[src/rtl/reg_ctrl_pkg.sv]
// Shared definitions for the X/Y/Z register sequencing controller: instruction
// codes, opcodes, ALU selects, FSM states and the per-state output decode.
package reg_ctrl_pkg;

   localparam logic [2:0] INSTR_HOLD   = 3'b000;
   localparam logic [2:0] INSTR_LOAD   = 3'b001;
   localparam logic [2:0] INSTR_SHIFTR = 3'b010;
   localparam logic [2:0] INSTR_SHIFTL = 3'b011;
   localparam logic [2:0] INSTR_RESET  = 3'b100;

   localparam logic [2:0] OP_NOP   = 3'b000;
   localparam logic [2:0] OP_CLR   = 3'b001;
   localparam logic [2:0] OP_LDX   = 3'b010;
   localparam logic [2:0] OP_MOVXY = 3'b011;
   localparam logic [2:0] OP_ADD   = 3'b100;
   localparam logic [2:0] OP_SUB   = 3'b101;
   localparam logic [2:0] OP_SHL   = 3'b110;
   localparam logic [2:0] OP_SHR   = 3'b111;

   localparam logic [1:0] ALU_ADD = 2'b00;
   localparam logic [1:0] ALU_SUB = 2'b01;

   typedef enum logic [2:0] {
      ST_IDLE  = 3'd0,
      ST_EXEC1 = 3'd1,
      ST_EXEC2 = 3'd2,
      ST_SHIFT = 3'd3,
      ST_DONE  = 3'd4
   } state_t;

   typedef struct packed {
      logic [2:0] instr_x;
      logic [2:0] instr_y;
      logic [2:0] instr_z;
      logic [1:0] alu_sel;
      logic       busy;
      logic       done;
   } ctrl_t;

   function automatic logic is_shift(input logic [2:0] op);
      return (op == OP_SHL) || (op == OP_SHR);
   endfunction

   // Moore decode: what the datapath sees while sitting in state st.
   function automatic ctrl_t step_ctrl(input state_t st, input logic [2:0] op);
      ctrl_t c;
      c.instr_x = INSTR_HOLD;
      c.instr_y = INSTR_HOLD;
      c.instr_z = INSTR_HOLD;
      c.alu_sel = ALU_ADD;
      c.busy    = (st != ST_IDLE);
      c.done    = (st == ST_DONE);
      case (st)
         ST_EXEC1: begin
            case (op)
               OP_CLR: begin
                  c.instr_x = INSTR_RESET;
                  c.instr_y = INSTR_RESET;
                  c.instr_z = INSTR_RESET;
               end
               OP_LDX:   c.instr_x = INSTR_LOAD;
               OP_MOVXY: c.instr_y = INSTR_LOAD;
               OP_ADD:   c.instr_y = INSTR_LOAD;
               OP_SUB: begin
                  c.instr_y = INSTR_LOAD;
                  c.alu_sel = ALU_SUB;
               end
               OP_SHL:   c.instr_z = INSTR_SHIFTL;
               OP_SHR:   c.instr_z = INSTR_SHIFTR;
               default: ;
            endcase
         end
         ST_EXEC2: begin
            c.instr_z = INSTR_LOAD;
            c.alu_sel = (op == OP_SUB) ? ALU_SUB : ALU_ADD;
         end
         ST_SHIFT: c.instr_z = (op == OP_SHR) ? INSTR_SHIFTR : INSTR_SHIFTL;
         default: ;
      endcase
      return c;
   endfunction

endpackage

[src/rtl/step_counter.sv]
// Loadable down-counter tracking the remaining shift steps; load wins over
// decrement and the count never wraps below zero.
module step_counter #(
   parameter int W = 3
) (
   input  logic         clock,
   input  logic         reset_n,
   input  logic         load,
   input  logic         dec,
   input  logic [W-1:0] load_value,
   output logic [W-1:0] count,
   output logic         zero
);

   logic [W-1:0] count_reg;

   always_ff @(posedge clock) begin
      if (!reset_n) begin
         count_reg <= '0;
      end else if (load) begin
         count_reg <= load_value;
      end else if (dec && (count_reg != '0)) begin
         count_reg <= count_reg - W'(1);
      end
   end

   assign count = count_reg;
   assign zero  = (count_reg == '0);

endmodule

[src/rtl/register_control_unit.sv]
// Sequencing controller: accepts one opcode per start handshake and steps the
// X/Y/Z instruction lines and ALU select through the operation's execute steps.
module register_control_unit
   import reg_ctrl_pkg::*;
#(
   parameter int SHW = 3
) (
   input  logic           clock,
   input  logic           reset_n,
   input  logic           start,
   input  logic [2:0]     opcode,
   input  logic [SHW-1:0] shamt,
   output logic [2:0]     instrX,
   output logic [2:0]     instrY,
   output logic [2:0]     instrZ,
   output logic [1:0]     aluSel,
   output logic           busy,
   output logic           done
);

   state_t         state_reg, state_next;
   logic [2:0]     op_reg, op_next;
   logic [SHW-1:0] shamt_reg, shamt_next;
   ctrl_t          ctrl_reg;

   logic           cnt_load;
   logic           cnt_dec;
   logic [SHW-1:0] cnt_value;
   logic           cnt_zero;

   // EXEC1 performs the first shift itself, so SHIFT only covers the remaining shamt-1.
   assign cnt_load = (state_reg == ST_EXEC1) && is_shift(op_reg) && (shamt_reg > SHW'(1));
   assign cnt_dec  = (state_reg == ST_SHIFT);

   step_counter #(
      .W(SHW)
   ) u_step_counter (
      .clock      (clock),
      .reset_n    (reset_n),
      .load       (cnt_load),
      .dec        (cnt_dec),
      .load_value (shamt_reg - SHW'(1)),
      .count      (cnt_value),
      .zero       (cnt_zero)
   );

   always_comb begin
      state_next = state_reg;
      op_next    = op_reg;
      shamt_next = shamt_reg;
      case (state_reg)
         ST_IDLE: begin
            if (start) begin
               op_next    = opcode;
               shamt_next = shamt;
               state_next = (is_shift(opcode) && (shamt == '0)) ? ST_DONE : ST_EXEC1;
            end
         end
         ST_EXEC1: begin
            if ((op_reg == OP_ADD) || (op_reg == OP_SUB))
               state_next = ST_EXEC2;
            else if (is_shift(op_reg) && (shamt_reg > SHW'(1)))
               state_next = ST_SHIFT;
            else
               state_next = ST_DONE;
         end
         ST_EXEC2: state_next = ST_DONE;
         ST_SHIFT: begin
            // The decrement taking place this cycle brings the count to zero.
            if (cnt_zero || (cnt_value == SHW'(1)))
               state_next = ST_DONE;
         end
         ST_DONE:  state_next = ST_IDLE;
         default:  state_next = ST_IDLE;
      endcase
   end

   // Outputs are registered alongside the state so they are glitch-free Moore values.
   always_ff @(posedge clock) begin
      if (!reset_n) begin
         state_reg <= ST_IDLE;
         op_reg    <= OP_NOP;
         shamt_reg <= '0;
         ctrl_reg  <= '0;
      end else begin
         state_reg <= state_next;
         op_reg    <= op_next;
         shamt_reg <= shamt_next;
         ctrl_reg  <= step_ctrl(state_next, op_next);
      end
   end

   assign instrX = ctrl_reg.instr_x;
   assign instrY = ctrl_reg.instr_y;
   assign instrZ = ctrl_reg.instr_z;
   assign aluSel = ctrl_reg.alu_sel;
   assign busy   = ctrl_reg.busy;
   assign done   = ctrl_reg.done;

endmodule
[config.mk]
export PLATFORM = sky130hd
export DESIGN_NAME = register_control_unit
export DESIGN_NICKNAME = d
export VERILOG_FILES = /design/src/rtl/reg_ctrl_pkg.sv /design/src/rtl/step_counter.sv /design/src/rtl/register_control_unit.sv
export SDC_FILE = /design/constraint.sdc
export NUM_CORES = 1
export LEC_CHECK = 0
export BUFFER_PORTS_ARGS = -buffer_cell sky130_fd_sc_hd__buf_4
export CORE_MARGIN = 2
export CORE_UTILIZATION = 50
export CTS_BUF_LIST = sky130_fd_sc_hd__clkbuf_16
export CTS_CLUSTER_DIAMETER = 150
export DETAILED_ROUTE_END_ITERATION = 8
export GPL_TIMING_DRIVEN = 0
export PLACE_DENSITY_LB_ADDON = 0.1
export SETUP_SLACK_MARGIN = 0.02
export SYNTH_ARGS = -nofsm -noshare
export SYNTH_HDL_FRONTEND = slang
export SYNTH_SLANG_ARGS = --single-unit
[constraint.sdc]
create_clock -name clock -period 2.1 [get_ports clock]
set_input_delay 0.21 -clock clock [delete_from_list [all_inputs] [get_ports clock]]
set_output_delay 0.21 -clock clock [all_outputs]
set_load 0.03 [all_outputs]
==> out/qor.log <==
qor: critical_path.critPathLaunchType flop
qor: cells_and_area.stdcell_count 167
qor: critical_path.required_time_of_the_critical_path 2.25 ns
qor: synthesis.avgSynthCellArea 9.201 um^2
qor: power_and_ir_drop.p_leak 0.5444 nW
qor: die.initial_standard_cell_utilization_of_the_core 53.85%
qor: global_routing.first_global_vias 802
qor: cells_and_area.antenna_diode_count 0
qor: cells_and_area.fin_nets 155
qor: global_routing.grt_use_met2 28.95%
qor: timing.setup_tns 0 ns
qor: clock_tree.max_buffers_root_to_sink 2
qor: synthesis.yosys_warnings 0
qor: die.std_cell_rows 16
qor: placed_design.placement.io_buffers 18
qor: clock_tree.cts-hold-fix-buffers 0
qor: clock_tree.clock_sinks 21
qor: clock_tree.cts_tree built
qor: global_routing.grt_use_total 18.76%
qor: timing.final_worst_path_cycle_share 79.73%
qor: clock_tree.cts_max_level 1
qor: timing.final_hold_viol_count 0
qor: clock_tree.cts_made_buffers 3
qor: routing.vias_per_cell 5.545
qor: global_routing.grtUsageMet1 26.89%
qor: critical_path.kind_of_end_point_of_the_critical_path flop
qor: synthesis.synth-async-reset-ratio 0%
qor: placed_design.dp.final_hpwl 1.683 mm
qor: routing.wl_per_instance 13.04 um
qor: die.y_dimension_of_the_die 50.20 um
qor: routing.drt-initial-drc-count 18
qor: routing.routed_vias 926
qor: critical_path.worstSetupPathType reg -> reg
qor: routing.firstDrtPassIters 4
qor: routing.drc 0
qor: global_routing.globalRouteMet3Util 3.869%
qor: synthesis.seq_area_frac_synth 39.39%
qor: synthesis.synth-edff-count 0
qor: timing.finalWorstPathRequiredPeriod 1.674 ns
qor: die.die_area 0.002520 mm^2
qor: clock_tree.ctsRootBufferMaster clkbuf_16
qor: placed_design.routabilityCongestion 0.7972
qor: run_status.run_status completed
qor: clock_tree.postCtsResizedCells 0
qor: power_and_ir_drop.vdd.ir_drop.worst 0.4591 mV
qor: die.die_width 50.20 um
qor: clock_tree.path_clk_slew 0.06 ns
qor: die.pin_count 22
qor: power_and_ir_drop.fin_total_pwr 967.0 uW
qor: global_routing.grt_start_max_net_pins 13
qor: timing.clock_skews 0.001343 ns
qor: placed_design.dp.cells 163
qor: synthesis.netlist_area 0.001067 mm^2
qor: global_routing.grt_overflow_total 0
qor: flow_run.max_cap_violations 0
qor: die.placeableCoreArea 0.001982 mm^2
qor: synthesis.synth_cells 116
qor: timing.setup-violations-final 0
qor: global_routing.grt_first_pass_wirelength 3.608 mm
qor: timing.timing_max_transition_violations_final 0
qor: global_routing.busiest_layer met2
qor: routing.drt.antenna.violating_nets 0
qor: global_routing.grt_antenna_before_repair 0
qor: cells_and_area.synthToLayoutAreaGrowth 24.03%
qor: min_path.min-delay-path-class in -> reg
qor: critical_path.crit_path_max_fanout 5
qor: synthesis.synth_ff_type dfxtp_1
qor: timing.rsz_0062_raised_after_global_routing no
qor: power_and_ir_drop.power_density 730.5 mW/mm^2
qor: clock_tree.clock_latency 0.25 ns
qor: critical_path.arrival 1.82 ns
qor: routing.wirelength 2.177 mm
qor: timing.fmaxAchievable 597.2 MHz
qor: clock_tree.postCtsSetupBuffers 0
qor: cells_and_area.layout-drive-gt1-share 25.00%
qor: synthesis.ys_seq_elements 21
qor: synthesis.yosys.cell_types.count 42
==> synthesized netlist by cell type, types with 2 or more instances <==
cell type	count	share of area, %
nor2_1	3	1.1
o21ai_0	2	0.94
buf_4	4	2.8
nor4_1	3	1.8
nand2_1	15	5.3
nand3_1	7	3.3
a31oi_1	2	1.2
dfxtp_1	21	39
a21oi_1	10	4.7
nand3b_1	3	2.1
inv_1	5	1.8
nor4b_1	2	1.6
ha_1	5	5.9
nand2b_1	3	1.8
nor3_1	3	1.4
nand4_1	2	1.2
==> path summary, 6_finish.rpt <==
path	slack, ns	cells past startpoint	end	start
worst min register to register	0.48	2	shamt_reg[1]	shamt_reg[1]
worst max-delay path	0.43	5	aluSel[0]	shamt_reg[0]
worst min-delay path	0.16	2	instrX[0]	opcode[0]
worst max register to register	0.43	5	aluSel[0]	shamt_reg[0]
==> stage by stage <==
step / utilization [%] / setup WS (ns) / hold slack [ns] / instance area, um^2
finish: 66.79 / 0.4256 / 0.1594 / 1324
CTS: 66.79 / 0.4000 / 0.1550 / 1324
detailed placement: 62.75 / 0.4455 / 0.4181 / 1244
floorplan: - / 0.6219 / 0.2856 / 1075
global placement: 62.75 / 0.4442 / 0.4153 / 1244
global route: 66.79 / 0.2761 / 0.1529 / 1324
==> worst max-delay path, stage by stage (launching register included) <==
cell and delay, ns:
dfxtp_1 0.41, ha_1 0.17, o21ba_2 0.17, o2111ai_1 0.33, a31oi_1 0.16, a2111oi_2 0.33
==> placed cells by master, fill, tap and decap left out, types with 2 or more instances in the layout <==
cell / n
buf_4: 22
dfxtp_1: 21
nand2_1: 15
a21oi_1: 10
nand3_1: 7
inv_1: 5
ha_1: 5
nor4_1: 3
nand3b_1: 3
nand2b_1: 3
nor3_1: 3
nor2_1: 3
conb_1: 3
clkbuf_16: 3
o21ai_0: 2
nor4b_1: 2
a31oi_1: 2
nand4_1: 2
==> cell families after synthesis <==
kind of cell / Yosys count / synth area share, %
simple gates: 48 / 26.49
compound gates: 27 / 19.70
flops: 21 / 39.39
buf+inv: 12 / 6.447
fa+ha+maj: 5 / 5.862
other cells: 1 / 0.3514
xor+xnor: 1 / 0.8208
mux: 1 / 0.9379
==> final cells by class <==
type / instances / area [um^2]
buffer: 7 / 50.05
clock buffer: 3 / 75.07
clock inverter: 1 / 5.005
fill: 170 / 658.1
inverter: 5 / 18.77
multi-input combinational: 85 / 585.6
sequential: 21 / 420.4
tap: 27 / 33.78
timing repair buffer: 18 / 135.1
==> per-layer routing <==
| layer | up-vias | routed length [um] |
|---|---|---|
| li1 | 469 | - |
| met1 | 436 | 1046 |
| met2 | 18 | 1024 |
| met3 | 3 | 88 |
| met4 | 0 | 17 |
| met5 | - | 0 |
==> report_power, final <==
group          switching [mW]  internal, mW
Combinational          0.0797        0.0603
Sequential             0.0170         0.416
Clock                   0.139         0.255
Total                   0.236         0.731
(Power assumes the default switching activity.)
